### src/rtl/normalizing_pkg.sv
// Shared FP-add constants and types: widths, magnitude slot positions,
// the exponent ceiling and the normalizer state encoding. The rounding
// stage imports the same package so both stages agree on the layout.
package normalizing_pkg;

    localparam int EXP_W      = 8;    // exponent width; incre is EXP_W+1 bits
    localparam int MAG_W      = 27;   // carry + hidden one + fraction/guard/sticky
    localparam int CARRY_BIT  = 26;   // set when the adder produced a carry out
    localparam int HIDDEN_BIT = 25;   // position of the leading one once normalized
    localparam int EXP_MAX    = 255;  // incremented exponent at or above this overflows

    typedef enum logic [1:0] {
        IDLE = 2'd0,
        NORM = 2'd1,
        DONE = 2'd2
    } norm_state_t;

endpackage

### src/rtl/normalizing.sv
// Post-add normalizer: takes the raw magnitude sum and common exponent,
// corrects a carry with a single right shift (keeping sticky), or walks a
// leading one up to the hidden slot one bit per cycle, flushing to zero when
// the exponent would drop below 1. The result is held until consumed.
module normalizing #(
    parameter int EXP_W = normalizing_pkg::EXP_W,
    parameter int MAG_W = normalizing_pkg::MAG_W
) (
    input  logic             clk,
    input  logic             res,
    input  logic             in_valid,
    output logic             in_ready,
    input  logic             in_sign,
    input  logic [EXP_W-1:0] in_exp,
    input  logic [MAG_W-1:0] in_mag,
    output logic             out_valid,
    input  logic             out_ready,
    output logic [MAG_W:0]   shift,
    output logic [EXP_W:0]   incre,
    output logic             underflow
);
    import normalizing_pkg::*;

    norm_state_t        state_reg;
    logic               sign_reg;
    logic [EXP_W:0]     exp_reg;
    logic [MAG_W-1:0]   mag_reg;

    logic [EXP_W:0]     exp_inc;
    logic               exp_ovf;
    logic [MAG_W-1:0]   mag_rshift;

    // Carry correction: drop one bit, folding the two lowest bits into sticky.
    always_comb begin
        exp_inc    = exp_reg + (EXP_W+1)'(1);
        exp_ovf    = (exp_inc >= (EXP_W+1)'(EXP_MAX));
        mag_rshift = {1'b0, mag_reg[MAG_W-1:2], mag_reg[1] | mag_reg[0]};
    end

    // Only the idle state can take a new sum; DONE->IDLE edge never accepts.
    assign in_ready = (state_reg == IDLE);

    // Normalizer FSM with the shift/exponent datapath and registered outputs.
    always_ff @(posedge clk or negedge res) begin
        if (!res) begin
            state_reg <= IDLE;
            sign_reg  <= 1'b0;
            exp_reg   <= '0;
            mag_reg   <= '0;
            shift     <= '0;
            incre     <= '0;
            underflow <= 1'b0;
            out_valid <= 1'b0;
        end else begin
            case (state_reg)
                IDLE: begin
                    if (in_valid) begin
                        sign_reg  <= in_sign;
                        exp_reg   <= {1'b0, in_exp};
                        mag_reg   <= in_mag;
                        state_reg <= NORM;
                    end
                end
                NORM: begin
                    if (mag_reg == '0) begin
                        // Exact cancellation: true zero, not an underflow.
                        shift     <= '0;
                        incre     <= '0;
                        underflow <= 1'b0;
                        out_valid <= 1'b1;
                        state_reg <= DONE;
                    end else if (mag_reg[CARRY_BIT]) begin
                        shift     <= {sign_reg, mag_rshift};
                        incre     <= {exp_ovf, exp_inc[EXP_W-1:0]};
                        underflow <= 1'b0;
                        out_valid <= 1'b1;
                        state_reg <= DONE;
                    end else if (mag_reg[HIDDEN_BIT]) begin
                        shift     <= {sign_reg, mag_reg};
                        incre     <= {1'b0, exp_reg[EXP_W-1:0]};
                        underflow <= 1'b0;
                        out_valid <= 1'b1;
                        state_reg <= DONE;
                    end else if (exp_reg > (EXP_W+1)'(1)) begin
                        // One bit per cycle keeps the shifter to a single mux level.
                        mag_reg <= {mag_reg[MAG_W-2:0], 1'b0};
                        exp_reg <= exp_reg - (EXP_W+1)'(1);
                    end else begin
                        // Exponent exhausted before the leading one arrived: flush.
                        shift     <= '0;
                        incre     <= '0;
                        underflow <= 1'b1;
                        out_valid <= 1'b1;
                        state_reg <= DONE;
                    end
                end
                DONE: begin
                    if (out_ready) begin
                        out_valid <= 1'b0;
                        state_reg <= IDLE;
                    end
                end
                default: state_reg <= IDLE;
            endcase
        end
    end

endmodule
### config.mk
export PLATFORM = sky130hd
export DESIGN_NAME = normalizing
export DESIGN_NICKNAME = d
export VERILOG_FILES = /design/src/rtl/normalizing_pkg.sv /design/src/rtl/normalizing.sv
export SDC_FILE = /design/constraint.sdc
export NUM_CORES = 1
export LEC_CHECK = 0
export ABC_AREA = 1
export CAP_MARGIN = 20
export CORE_MARGIN = 2
export CORE_UTILIZATION = 40
export DETAILED_ROUTE_END_ITERATION = 8
export PLACE_DENSITY = 0.66
export SLEW_MARGIN = 20
export SYNTH_ARGS = -nofsm -noshare
export SYNTH_HDL_FRONTEND = slang
export SYNTH_SLANG_ARGS = --single-unit
### constraint.sdc
create_clock -name clk -period 4.25 [get_ports clk]
set_input_delay 1.275 -clock clk [delete_from_list [all_inputs] [get_ports clk]]
set_output_delay 1.275 -clock clk [all_outputs]
set_load 0.02 [all_outputs]
Word level (Yosys, flattened, before mapping)
Cells that the tools add are included.
{"block": "word_totals", "ff_bits": 78, "in_bits": 40, "out_inout_bits": 40, "elab_cells": 72}
{"block": "op_classes", "add_sub_neg": 2, "magnitude_cmp": 2, "eq_ne": 10, "muxes": 36, "bitwise": 1, "n_reduce_logical": 11}
{"operator": "$mux W28", "n": 4}
{"operator": "$mux W27", "n": 3}
{"operator": "$mux W9", "n": 9}
{"operator": "$pmux W27 S2", "n": 1}
{"operator": "$mux W26", "n": 2}
{"operator": "$logic_not A27 Y1", "n": 1}
{"operator": "$pmux W9 S2", "n": 1}
{"operator": "$mux W2", "n": 6}
{"operator": "$ne A2 B2 Y1 const B", "n": 6}
{"operator": "$add A9 B1 Y9 const B", "n": 1}
{"operator": "$ge A9 B8 Y1 const B", "n": 1}
{"operator": "$gt A9 B1 Y1 const B", "n": 1}
{"operator": "$reduce_and A3 Y1", "n": 3}
{"operator": "$sub A9 B1 Y9 const B", "n": 1}
{"operator": "$mux W1", "n": 8}
{"operator": "$pmux W2 S3", "n": 1}
{"operator": "$reduce_and A6 Y1", "n": 1}
{"operator": "$ne A5 B5 Y1 const B", "n": 1}
{"operator": "$ne A4 B4 Y1 const B", "n": 1}
{"operator": "$reduce_and A2 Y1", "n": 2}
{"operator": "$reduce_and A4 Y1", "n": 1}
{"operator": "$reduce_bool A2 Y1", "n": 2}
{"operator": "$eq A2 B1 Y1 const B", "n": 1}
{"operator": "$eq A2 B2 Y1 const B", "n": 1}
{"operator": "3 further kinds", "n": 3}

Logic depth before layout (Yosys ltp)
Gate-level depths: netlist of the first run.
{"block": "depth", "depth_word": 6, "ltp_mapped": 12}

Worst setup path before layout of the first run
OpenSTA, ideal clock, no wires.
{"block": "synth_path", "path_type": "input-to-reg", "from": "input port in_valid", "to": "register exp_reg[0]", "setup_time_ps": 66, "t_arrival_ps": 2103, "path_slack_ps": 2081, "path_stages": 5, "n_path_buf": 2, "path_cell_list": "nand2_1 > clkbuf_1 > clkbuf_1 > nand3_1 > nand2_1"}
{"block": "synth_between", "elab_chain_cells": 2}
{"item": "start: declaration", "line": "normalizing.sv:11", "rtl": "input logic in_valid,"}
{"item": "$ne A2 B2 Y1 (no source line)"}
{"item": "$reduce_and A6 Y1 (no source line)"}
{"item": "end signal: assignment", "line": "normalizing.sv:59", "rtl": "exp_reg <= {1'b0, in_exp};"}
{"item": "end signal: assignment", "line": "normalizing.sv:87", "rtl": "exp_reg <= exp_reg - (EXP_W+1)'(1);"}
{"item": "end: declaration", "line": "normalizing.sv:26", "rtl": "logic [EXP_W:0] exp_reg;"}
Every way passes these cells.
A chain may end at the register's enable or synchronous reset.

Final worst setup path of the first run
{"block": "layout_path", "from": "register state_reg[1]", "to": "output port in_ready"}
{"block": "layout_between", "elab_chain_cells": 1}
{"item": "start: declaration", "line": "normalizing.sv:24", "rtl": "norm_state_t state_reg;"}
{"item": "start signal: assignment", "line": "normalizing.sv:46", "rtl": "state_reg <= IDLE;"}
{"item": "start signal: assignment", "line": "normalizing.sv:61", "rtl": "state_reg <= NORM;"}
{"item": "start signal: assignment", "line": "normalizing.sv:71", "rtl": "state_reg <= DONE;"}
{"item": "$logic_not A2 Y1", "line": "normalizing.sv:41", "rtl": "assign in_ready = (state_reg == IDLE);"}
{"item": "end: declaration", "line": "normalizing.sv:12", "rtl": "output logic in_ready,"}
Every way passes these cells.

==> flow_metrics.tcl, run 1 <==
set metrics [dict create \
    status "completed" \
    multi_input_area_mm2 0.00208 \
    via_per_inst 4.97 \
    antenna_found_initial 0 \
    nets 715 \
    wl_per_cell_um 14.2 \
    layout-drive-gt1-share_pct 7.10 \
    rsz0062_at_grt "no" \
    dp.cells 799 \
    dp_hpwl_um 7510 \
    clk_pin_slew_ns 0.08 \
    final-seq-area_mm2 0.00193 \
    ir_drop_mv 0.255 \
    antenna_left 0 \
    worstSetupPathType "flip-flop to output pin" \
    hp-class "flip-flop to flip-flop" \
    synthTopCellsByArea "dfrtp_1 44%, nand2_1 22%, nand3_1 6.4%" \
    cts_hold_buf 0 \
    cts.sinks 77 \
    portBuffers 78 \
    grt_max_degree 78 \
    min_period_ns 2.86 \
    row_count 38 \
    maxSlewHeadroom_pct 45.8 \
    overflow 0 \
    cts_root_buf "clkbuf_8" \
    grt_util_all_layers_pct 21.1 \
    syn_area_mm2 0.00435 \
    synth.net_count 657 \
    area_growth_pct 23.7 \
    synth_top_area_share_pct 44.3 \
    die_h_um 108 \
    grt_pass1_vias 3849 \
    ys_ff_latch 77 \
    yosysWarnings 0 \
    crit_arrival_ns 1.58 \
    utilization_pct 50.1 \
    yosysTopAreaCell "dfrtp_1" \
    insertion_delay_ns 0.36 \
    fin_area_mm2 0.00538 \
    leakage_nw 2.71 \
    required_ns 2.97 \
    critPathMaxFanout 4 \
    fin_tns_setup_ns 0 \
    yosysUniqueCellTypes 29 \
    htree_levels 3 \
    cts_buffer_depth 2 \
    drc 0 \
    startpoint_type "flip-flop" \
    post-route-period-util_pct 67.2 \
    io_pins 80 \
    maxCapViolCount 0 \
    synth_cells 613 \
    instances_no_fill 816 \
    ys_seq_area_share_pct 44.3 \
    place_congestion 0.835 \
    start_util_pct 40.5 \
    drt_iter0_markers 243 \
    end_kind "output pin" \
    fmax_mhz 350 \
    postCtsSetupBuffers 0 \
    num_vias 4054 \
    hold_viol_final 0 \
    placed_cell_area_mm2 0.00516 \
    maxSlewViolCount 0 \
    die_x_um 108 \
    power-per-cell-area_mw_per_mm2 757 \
    die-area_mm2 0.0117 \
    worst_slew_pin_slew_ns 0.811 \
    first_pass_iters 4 \
    routed_wl_um 11500 \
    cts_resized 0 \
    skew_ns 0.0122 \
    syn_area_per_cell_um2 7.09 \
    cts_buffers 9 \
    setup_viol 0 \
    cts_tree "yes" \
    fp.coreArea_mm2 0.0107 \
    grt_pass1_wl_um 19200 \
    fillers 1125 \
    antenna_cells 0 \
]
-- power breakdown --
group          internal [W]  total [W]  switching (W)
clock              0.000274   0.000559       0.000285
sequential          0.00106    0.00133       0.000274
combinational      0.000791    0.00218        0.00139
-- Yosys cell counts (all sizes together) --
cell	instances
nand2	272
dfrtp	77
nand3	59
o21ai	54
inv	46
nor2	33
buf	22
clkbuf	14
o211ai	10
a21oi	9
nand4	5
ha	4
xor2	4
a31oi	1
conb	1
mux2	1
or2	1
-- cells in the final DEF (no fill, tap or decap), drive strengths merged, types with 5 or more instances in the layout --
| master | instances |
|---|---|
| clkbuf | 11 |
| inv | 47 |
| buf | 6 |
| nor2 | 33 |
| a21oi | 9 |
| clkdlybuf4s50 | 77 |
| o21ai | 54 |
| dfrtp | 77 |
| nand4 | 5 |
| o211ai | 10 |
| nand3 | 59 |
| nand2 | 272 |
-- layout make-up --
class | count | area share (%)
sequential | 77 | 35.8
clock buffer | 11 | 2.44
inverter | 46 | 3.21
timing repair buffer | 83 | 15.5
clock inverter | 5 | 1.12
tap | 140 | 3.26
multi-input combinational | 454 | 38.6
-- cells by family (layout without fill, tap and decap cells) --
group           count (synthesis)  count (layout)  share of synthesized area [%]
simple gates                  370             370                           36.2
buf+inv                        82             145                           7.97
flops                          77              77                           44.3
compound gates                 74              74                           9.21
fa+ha+maj                       4               4                           1.15
xor+xnor                        4               4                          0.805
other cells                     1               1                         0.0862
mux                             1               1                          0.259
-- routing by layer --
layer	GRT usage (%)	routed length, µm	part of all wire, %	vias to the layer above
li1	-	-	-	2048
met1	28.4	5360	46	1901
met2	34.6	5460	47	94
met3	3.25	594	5.1	11
met4	7.23	133	1.2	0
met5	0	0	0	-
-- worst max-delay path: stages (launching register included) --
cell and delay [ns]:
dfrtp_1 0.41, nor2_1 0.18, clkdlybuf4s50_1 0.64
-- per-stage QoR --
step / setup WS (ns) / hold WS, ns / total power, W
floorplan: 2.08 / 0.444 / 0.00282
global placement: 1.55 / 0.453 / 0.00348
detailed placement: 1.56 / 0.458 / 0.00353
CTS: 1.37 / 0.478 / 0.00410
global route: 1.27 / 0.494 / 0.00446
finish: 1.39 / 0.472 / 0.00407
-- worst paths after layout --
| path | from | end | slack [ns] | depth (start not counted) |
|---|---|---|---|---|
| max in group asynchronous | res | mag_reg[21] | 2.85 | 2 |
| setup / recovery | state_reg[1] | in_ready | 1.39 | 2 |
| min in group asynchronous | res | shift[11] | 0.80 | 1 |
| hold / removal | shift[25] | shift[25] | 0.47 | 2 |
| setup reg to reg | mag_reg[26] | mag_reg[4] | 1.68 | 10 |
| hold reg to reg | shift[25] | shift[25] | 0.47 | 2 |
Note: power is estimated with default switching activity, not from simulation.
==> inputs of run 2 (changes only) <==
==> constraint.sdc (replaced) <==
create_clock -name clk -period 2.9 [get_ports clk]
set_input_delay 0.87 -clock clk [delete_from_list [all_inputs] [get_ports clk]]
set_output_delay 0.87 -clock clk [all_outputs]
set_load 0.02 [all_outputs]
==> flow_metrics.tcl, run 2 (synthesis gave the netlist of run 1 again) <==
set metrics [dict create \
    grt_pass1_wl_um 18300 \
    power-per-cell-area_mw_per_mm2 1120 \
    cts_resized 0 \
    die_x_um 108 \
    met2_usage_pct 32.5 \
    crit_arrival_ns 1.59 \
    hp-class "input port to asynchronous set/reset pin" \
    maxCapViolCount 0 \
    fin_tns_setup_ns 0 \
    overflow 0 \
    start_util_pct 40.5 \
    internal_power_w 0.00325 \
    grt_util_all_layers_pct 20.1 \
    use_met3_pct 3.01 \
    fin_area_mm2 0.00543 \
    cts_hold_buf 0 \
    num_vias 4089 \
    wl_per_cell_um 13.7 \
    skew_ns 0.0106 \
    leakage_nw 2.74 \
    rsz0062_at_grt "no" \
    antenna_left 0 \
    antenna_found_initial 0 \
    row_count 38 \
    postCtsSetupBuffers 0 \
    use_met1_pct 27.0 \
    grt_max_degree 48 \
    status "completed" \
    critPathMaxFanout 4 \
    seq_power_share_pct 32.2 \
    grt_pass1_vias 3836 \
    cts_tree "yes" \
    worst_slack_ns 0.435 \
    via_per_inst 5.00 \
    cts_buffers 9 \
    dp_hpwl_um 7700 \
    end_kind "output pin" \
    antenna_cells 0 \
    utilization_pct 50.5 \
    maxSlewViolCount 0 \
    min_period_ns 2.46 \
    die-area_mm2 0.0117 \
    power_frac_clock_pct 14.9 \
    grt-busiest-layer "met2" \
    routed_wl_um 11200 \
    cts.sinks 77 \
    startpoint_type "flip-flop" \
    first_pass_iters 6 \
    fp.coreArea_mm2 0.0107 \
    worstSetupPathType "flip-flop to output pin" \
    clk_pin_slew_ns 0.08 \
    area_growth_pct 24.8 \
    post-route-period-util_pct 85.0 \
    drt_iter0_markers 214 \
    drc 0 \
    required_ns 2.03 \
    die_h_um 108 \
    final_common_cell "nand2_1" \
    worst_slew_pin_slew_ns 0.783 \
    insertion_delay_ns 0.36 \
    htree_levels 3 \
    fillers 1098 \
    p_switching_w 0.00281 \
    place_congestion 0.860 \
    cts_root_buf "clkbuf_8" \
    multi_input_area_mm2 0.00208 \
    cts_buffer_depth 2 \
    ir_drop_mv 0.391 \
    placed_cell_area_mm2 0.00521 \
    portBuffers 78 \
    layout-drive-gt1-share_pct 7.23 \
    final-seq-area_mm2 0.00193 \
    io_pins 80 \
    hold_viol_final 0 \
    mostFrequentLayoutCells "259 x nand2_1, 77 x dfrtp_1, 77 x clkdlybuf4s50_1" \
    pre_cts_ws_ns 0.606 \
    nets 717 \
    setup_viol 0 \
    netSwitchingFraction_pct 46.4 \
    maxSlewHeadroom_pct 47.7 \
    fmax_mhz 406 \
    power_frac_comb_pct 53.0 \
]
[run 2: cell count changes in the layout (fill, tap and decap cells not counted)]
cell        change
clkbuf_8        +1
buf_16          -1
bufinv_16       +1
buf_12          +2
clkinvlp_4      -1
clkbuf_1        +1
inv_6           -1
clkinv_2        -1
buf_4           +1
[run 2: critical path, cell delays in order, from the launching register on]
cell and delay, ns:
dfrtp_1 0.41, nor2_1 0.19, clkdlybuf4s50_1 0.64
[run 2: stage by stage]
step                      hold slack, ns  total power (W)  instances
after global routing               0.492          0.00662        818
after CTS                          0.472          0.00612        818
after floorplan                    0.444          0.00413        613
after global placement             0.453          0.00513        802
after detailed placement           0.459          0.00520        802
final                              0.457          0.00607        818
[run 2: final timing paths]
| kind | start | end | slack [ns] | depth (start not counted) |
|---|---|---|---|---|
| worst min register to register | shift[4] | shift[4] | 0.47 | 2 |
| worst min-delay path | res | shift[10] | 0.46 | 1 |
| worst max register to register | exp_reg[1] | mag_reg[14] | 0.71 | 9 |
| min in group clk | shift[4] | shift[4] | 0.47 | 2 |
| max in group asynchronous | res | exp_reg[1] | 1.85 | 2 |
| worst max-delay path | state_reg[1] | in_ready | 0.44 | 2 |
[run 2: layer usage]
metal | vias up | share of wire (%)
met5 | - | 0
met1 | 1918 | 47
met4 | 0 | 1.8
met3 | 16 | 5.1
li1 | 2051 | -
met2 | 104 | 46
[run 2: area by class of cell]
class                      instances  share of cell area [%]
sequential                        77                    35.5
multi-input combinational        454                    38.3
clock inverter                     3                    1.27
tap                              140                    3.23
clock buffer                      13                    2.74
inverter                          46                    3.18
timing repair buffer              85                    15.8
[run 2: power by group through the flow]
stage,Clock (W),Combinational (W),Sequential (W)
CTS,0.000925,0.00325,0.00195
global placement,0,0.00318,0.00195
global route,0.000973,0.00363,0.00202
detailed placement,0,0.00324,0.00196
finish,0.000901,0.00321,0.00195
floorplan,0,0.00201,0.00212
==> inputs of run 3 (changes only) <==
--- a/config.mk
+++ b/config.mk
@@ -10,7 +10,7 @@
 export CORE_MARGIN = 2
 export CORE_UTILIZATION = 40
 export DETAILED_ROUTE_END_ITERATION = 8
-export PLACE_DENSITY = 0.66
+export PLACE_DENSITY = 0.68
 export SLEW_MARGIN = 20
 export SYNTH_ARGS = -nofsm -noshare
 export SYNTH_HDL_FRONTEND = slang
==> constraint.sdc (replaced) <==
create_clock -name clk -period 2.21 [get_ports clk]
set_input_delay 0.663 -clock clk [delete_from_list [all_inputs] [get_ports clk]]
set_output_delay 0.663 -clock clk [all_outputs]
set_load 0.02 [all_outputs]
==> flow_metrics.tcl, run 3 (synthesis gave the netlist of run 1 again) <==
set metrics [dict create \
    place_congestion 0.895 \
    fin_area_mm2 0.00547 \
    use_met1_pct 27.3 \
    ir_drop_mv 0.557 \
    cts_tree "yes" \
    reg2reg_depth 10 \
    cts.sinks 77 \
    grt_max_degree 48 \
    maxCapViolCount 0 \
    dp.cells 808 \
    fin_tns_setup_ns 0 \
    post-route-period-util_pct 90.8 \
    nets 723 \
    leakage_nw 2.76 \
    grt_util_all_layers_pct 20.2 \
    htree_levels 3 \
    final-seq-area_mm2 0.00193 \
    cp_cell_sequence "clkdlybuf4s50_1" \
    grt_pass1_vias 3922 \
    cp_slowest_stage_delay_ns 0.62 \
    startpoint_type "flip-flop" \
    reg2reg_from "exp_reg[1]" \
    wl_per_cell_um 13.4 \
    crit_buf_inv 1 \
    cts_root_buf "clkbuf_8" \
    row_count 38 \
    power-per-cell-area_mw_per_mm2 1450 \
    status "completed" \
    die-area_mm2 0.0117 \
    mostFrequentLayoutCells "259 x nand2_1, 77 x dfrtp_1, 76 x clkdlybuf4s50_1" \
    dp_hpwl_um 7740 \
    fillers 1074 \
    first_pass_iters 5 \
    antenna_cells 0 \
    grt_pass1_wl_um 18800 \
    multi_input_area_mm2 0.00208 \
    setup_viol 0 \
    pre_cts_ws_ns 0.228 \
    use_met3_pct 3.92 \
    drc 0 \
    antenna_found_initial 0 \
    cts_buffer_depth 2 \
    layout-drive-gt1-share_pct 8.35 \
    grt-busiest-layer "met2" \
    antenna_left 0 \
    start_util_pct 40.5 \
    routed_wl_um 11100 \
    area_growth_pct 25.9 \
    cts_buffers 9 \
    required_ns 1.55 \
    insertion_delay_ns 0.36 \
    end_kind "output pin" \
    min_period_ns 2.01 \
    drt_iter0_markers 194 \
    die_h_um 108 \
    cts_hold_buf 0 \
    regToRegSetupSlack_ns 0.21 \
    crit_family "buffers and inverters" \
    io_pins 80 \
    postCtsSetupBuffers 0 \
    final_common_cell "nand2_1" \
    worstSetupPathType "flip-flop to output pin" \
    worst_slack_ns 0.204 \
    met2_usage_pct 32.7 \
    critPathMaxFanout 2 \
    fmax_mhz 498 \
    clk_pin_slew_ns 0.09 \
    portBuffers 78 \
    die_x_um 108 \
    crit_arrival_ns 1.34 \
    via_per_inst 4.91 \
    skew_ns 0.0156 \
    maxSlewViolCount 0 \
    instances_no_fill 823 \
    hold_viol_final 0 \
    slowest_stage "clkdlybuf4s50_1" \
    placed_cell_area_mm2 0.00528 \
    hp-class "input port to asynchronous set/reset pin" \
    overflow 0 \
    fp.coreArea_mm2 0.0107 \
    rsz0062_at_grt "no" \
    hold_ws_ns 0.202 \
    num_vias 4041 \
    reg2reg_to "mag_reg[2]" \
]
## run 3: power by group
part	internal, W	leakage [nW]	total (W)	switching [W]
Combinational	0.00162	1.70	0.00429	0.00267
Sequential	0.00204	0.970	0.00256	0.000524
Clock	0.000548	0.0948	0.00109	0.000542
Total	0.00421	2.76	0.00794	0.00373
## run 3: worst max path at each step
stage,startpoint,to,slack (ns),cells past startpoint
detailed placement,exp_reg[1],mag_reg[23],0.23,10
floorplan,state_reg[1],exp_reg[0],0.61,6
CTS,shift[16],shift[16],0.19,1
finish,shift[0],shift[0],0.20,1
global placement,exp_reg[1],mag_reg[15],0.26,10
global route,exp_reg[1],mag_reg[2],0.05,10
## run 3: what timing repair did
action / 4_1_cts / 5_1_grt
setup endpoints to repair: 1 / 0
hold endpoints to repair: 0 / 0
gates resized for setup: 1 / 0
## run 3: per-layer routing
layer  vias up  routed length, µm
met2       110               5140
met4         0                139
met5         -                  0
li1       2059                  -
met3        16                701
met1      1856               5080
## run 3: stage by stage
| step | utilization (%) | total power, W |
|---|---|---|
| 2_1_floorplan | - | 0.00542 |
| 3_3_place_gp | 49.1 | 0.00680 |
| 3_5_place_dp | 49.1 | 0.00689 |
| 4_1_cts | 50.9 | 0.00799 |
| 5_1_grt | 50.9 | 0.00867 |
| 6_report | 50.9 | 0.00794 |
## run 3: area by class of cell
class	instances	share of cell area, %
Tap cell	140	3.20
Inverter	46	3.15
Sequential cell	77	35.2
Multi-Input combinational cell	454	38.0
Clock inverter	5	1.07
Timing Repair Buffer	91	16.9
Clock buffer	10	2.51
